## config.mk

```make
export PLATFORM = sky130hd
export DESIGN_NAME = mux_nin_1out_rr
export DESIGN_NICKNAME = d
export VERILOG_FILES = /design/src/rtl/mux_nin_1out_rr.sv
export SDC_FILE = /design/constraint.sdc
export NUM_CORES = 1
export LEC_CHECK = 0
export ABC_AREA = 1
export CORE_AREA = 2 2 73 110
export DETAILED_ROUTE_END_ITERATION = 8
export DIE_AREA = 0 0 75 112
export MAX_ROUTING_LAYER = met4
export PLACE_DENSITY = 0.86
export SKIP_CTS_REPAIR_TIMING = 1
export SLEW_MARGIN = 25
export SYNTH_ARGS = -nofsm -noshare
export SYNTH_HDL_FRONTEND = slang
export SYNTH_SLANG_ARGS = --single-unit
```

## constraint.sdc

```tcl
create_clock -name clk -period 4.4 [get_ports clk]
set_input_delay 0.66 -clock clk [delete_from_list [all_inputs] [get_ports clk]]
set_output_delay 0.66 -clock clk [all_outputs]
set_load 0.01 [all_outputs]
```

## src/rtl/mux_nin_1out_rr.sv

```systemverilog
// N-channel to one registered output mux with valid/ready flow control.
// Fixed-select or round-robin arbitration; output stage is a single register.
module mux_nin_1out_rr #(
  parameter int unsigned LENGTH = 32,
  parameter int unsigned N      = 4,
  parameter int unsigned SEL_W  = $clog2(N)
) (
  input  logic                  clk,
  input  logic                  rst,
  input  logic                  enable,
  input  logic                  mode,
  input  logic [SEL_W-1:0]      sel,
  input  logic [N*LENGTH-1:0]   in_data,
  input  logic [N-1:0]          in_valid,
  output logic [N-1:0]          in_ready,
  output logic [LENGTH-1:0]     out_data,
  output logic                  out_valid,
  input  logic                  out_ready,
  output logic [SEL_W-1:0]      out_chan
);

  logic [LENGTH-1:0] out_data_q;
  logic              out_valid_q;
  logic [SEL_W-1:0]  out_chan_q;
  logic [SEL_W-1:0]  rr_ptr_q;

  logic              grant_found;
  logic [SEL_W-1:0]  grant_idx;
  logic [LENGTH-1:0] grant_data;
  logic              space;
  logic              accept;
  logic [SEL_W:0]    cand;

  assign space  = !out_valid_q || out_ready;
  assign accept = grant_found && enable && space && !rst;

  // Grant search. The candidate index carries one extra bit so the wrap past N-1 can be
  // handled explicitly for channel counts that are not a power of two.
  always_comb begin
    grant_found = 1'b0;
    grant_idx   = '0;
    cand        = '0;
    if (mode) begin
      for (int unsigned i = 1; i <= N; i++) begin
        cand = {1'b0, rr_ptr_q} + (SEL_W+1)'(i);
        if (cand >= (SEL_W+1)'(N)) begin
          cand = cand - (SEL_W+1)'(N);
        end
        if (!grant_found && in_valid[cand[SEL_W-1:0]]) begin
          grant_found = 1'b1;
          grant_idx   = cand[SEL_W-1:0];
        end
      end
    end else begin
      if (({1'b0, sel} < (SEL_W+1)'(N)) && in_valid[sel]) begin
        grant_found = 1'b1;
        grant_idx   = sel;
      end
    end
  end

  always_comb begin
    grant_data = '0;
    for (int unsigned k = 0; k < N; k++) begin
      if (grant_idx == SEL_W'(k)) begin
        grant_data = in_data[k*LENGTH +: LENGTH];
      end
    end
  end

  always_comb begin
    in_ready = '0;
    for (int unsigned k = 0; k < N; k++) begin
      in_ready[k] = accept && (grant_idx == SEL_W'(k));
    end
  end

  always_ff @(posedge clk or posedge rst) begin
    if (rst) begin
      out_data_q  <= '0;
      out_valid_q <= 1'b0;
      out_chan_q  <= '0;
      rr_ptr_q    <= SEL_W'(N - 1);
    end else if (accept) begin
      out_data_q  <= grant_data;
      out_chan_q  <= grant_idx;
      out_valid_q <= 1'b1;
      if (mode) begin
        rr_ptr_q <= grant_idx;
      end
    end else if (out_ready) begin
      // Drain without refill: data and channel hold their last value.
      out_valid_q <= 1'b0;
    end
  end

  assign out_data  = out_data_q;
  assign out_valid = out_valid_q;
  assign out_chan  = out_chan_q;

endmodule

```

==> impl_metrics.yaml <==
cells_and_area:
  seqCellArea_um2: 928.4
  syn_to_final_growth_pct: 63.60
  fin_cells: 751
  fillers: 682
  multiInputGateArea_um2: 1755
  drive_gt1_share_pct: 4.777
  nNetsFinal: 787
  num_antenna_cells: 0
timing:
  finalSetupViolations: 0
  tns_ps: 0
  drv_slew: 0
  slew_headroom_pct: 44.88
  skew_ps: 2.393
  fmax_mhz: 262.1
  rsz0062_at_grt: "false"
  fin_crit_ps: 3816
  max_slew.worst_pin.slew_ps: 826.7
  fin_crit_sh_pct: 86.73
  finalHoldViolations: 0
cts:
  path_clk_slew_ps: 50
  cts_buffer_depth: 2
  ctsHtreeMaxLevel: 2
  cts_tree: "built"
  cts-root-buf: "clkbuf_16"
  cts_sinks: 37
  cts_buffers: 5
  clk_latency_ps: 280
floorplan:
  io_pins: 178
  initial_utilization_pct: 40.93
  die_h_um: 112
  std_cell_rows: 39
  dieArea_um2: 8400
  die-width_um: 75
  core_um2: 7466
synth:
  avgSynthCellArea_um2: 6.261
  ys_types: 28
  ys_seq_area_share_pct: 30.38
  synth_top_cell_area_share_pct: 28.67
  syn_nets: 627
  synth_cells: 488
  synth_area_leader_cell: "dfrtp_1"
  synth.area.top_cells: "dfrtp_1 29%, nand2_1 22%, nand3_1 16%, nand3b_1 7.1%, inv_1 5.3%"
  synth_seq_cells: 37
  synth_warnings: 0
  synth_area_um2: 3055
global_routing:
  grt-ovfl-total: 0
  grt_pass1_wl_um: 16560
  grt_use_total_pct: 25.73
  antenna_found_initial: 0
  grt_max_degree: 90
  grt_pass1_vias: 3744
placement:
  dp_cells: 743
  port_buffers: 177
  place.gp.congestion: 0.8617
  post-dp-hpwl_um: 7771
setup_path:
  arrival_ps: 3160
  required_ps: 3740
  worstSetupEndpointType: "primary output"
  critPathKind: "primary input to primary output"
  worstPathMaxFanout: 17
  start_kind: "primary input"
detailed_routing:
  via_count: 3767
  route.detailed.wl_per_inst_um: 13.85
  dr.pass1.iters: 6
  drt-initial-drc-count: 193
  wl_um: 10410
  drt-vias-per-instance: 5.016
  ant_nets: 0
  drc: 0
power_and_ir_drop:
  p_leak_nw: 2.428
  ir_drop_v: 0.0003523
  p_per_area_nw_per_um2: 547.7
hold_path:
  hold_path_class: "flip-flop to flip-flop"
outcome:
  run_status: "finished clean"
job:
  maxCapViolCount: 0
## registers in the layout, summed over array words and instances (netlist names)
register	cells
out_valid	1
rr_ptr_q	2
out_data	32
out_chan	2
## critical path, cell delays in order
cell and delay (ps):
clkdlybuf4s50_1 520, nand2_1 70, nand2_1 120, nand2_1 80
nand2_1 110, inv_1 60, nand2_1 60, nand2_1 40
nand2_1 130, nor2_1 90, nor2_4 330, nand2_1 170
nor2_1 130, clkdlybuf4s50_1 560
## per-layer routing
layer | routed length [µm] | GRT usage (%) | vias up
met3 | 684 | 4.977 | 28
met5 | 0 | - | -
met4 | 382 | 11.19 | 0
met2 | 5424 | 44.39 | 145
met1 | 3913 | 27.58 | 1709
li1 | - | - | 1885
## layout by cell type, fill, tap and decap left out, drive strengths merged
cell             n
nand2          181
clkdlybuf4s50  177
nand3           96
inv             45
o21ai           37
dfrtp           35
nand3b          29
nor2            19
buf              9
clkbuf           7
a21boi           4
a21oi            3
dfstp            2
nand4            1
nor3             1
clkinv           1
o211a            1
bufinv           1
## layout make-up
class	count	area share [%]
timing repair buffer	186	36.80
multi-input combinational	372	35.12
sequential	37	18.57
inverter	46	3.504
clock buffer	7	2.854
tap	102	2.553
clock inverter	1	0.6008
## cell usage after synthesis, drive strengths merged
| cell type | number |
|---|---|
| a21boi | 4 |
| a21oi | 3 |
| buf | 27 |
| clkbuf | 6 |
| dfrtp | 35 |
| dfstp | 2 |
| inv | 46 |
| nand2 | 181 |
| nand3 | 96 |
| nand3b | 29 |
| nand4 | 1 |
| nor2 | 19 |
| nor3 | 1 |
| o211a | 1 |
| o21ai | 37 |
## final timing paths
kind                                               from                       end  slack, ps  cells past startpoint
worst min register to register  out_data[3]$_DFFE_PP0P_   out_data[3]$_DFFE_PP0P_        470                      2
worst max-delay path                        in_valid[0]               in_ready[2]        580                     14
min in group asynchronous                           rst  out_data[21]$_DFFE_PP0P_        850                      3
worst min-delay path            out_data[3]$_DFFE_PP0P_   out_data[3]$_DFFE_PP0P_        470                      2
worst max register to register  rr_ptr_q[0]$_DFFE_PP1P_  out_data[20]$_DFFE_PP0P_       1640                     15
max in group asynchronous                           rst   rr_ptr_q[1]$_DFFE_PP1P_       3190                      3
## power by group
part,switching (mW),total [mW],internal [mW]
sequential,0.0945,0.593,0.498
combinational,0.998,1.73,0.733
clock,0.131,0.414,0.283
## through the flow
step	worst slack, ps	hold slack, ps	cell area, µm²	power [mW]	util (%)
6_report	584.0	472.6	4999	2.738	66.95
5_1_grt	404.4	494.1	4999	2.963	66.95
4_1_cts	579.4	479.0	4999	2.757	66.95
3_5_place_dp	597.0	466.6	4826	2.327	64.64
3_3_place_gp	666.3	461.5	4826	2.294	64.64
2_1_floorplan	1419	515.4	3055	1.712	-
## logic make-up (layout without fill, tap and decap cells)
family	Yosys count	count (layout)	synth area share (%)
flops	37	37	30.38
simple gates	327	327	48.77
buf+inv	79	240	12.24
compound gates	45	45	8.600
Note: power is estimated with default switching activity, not from simulation.
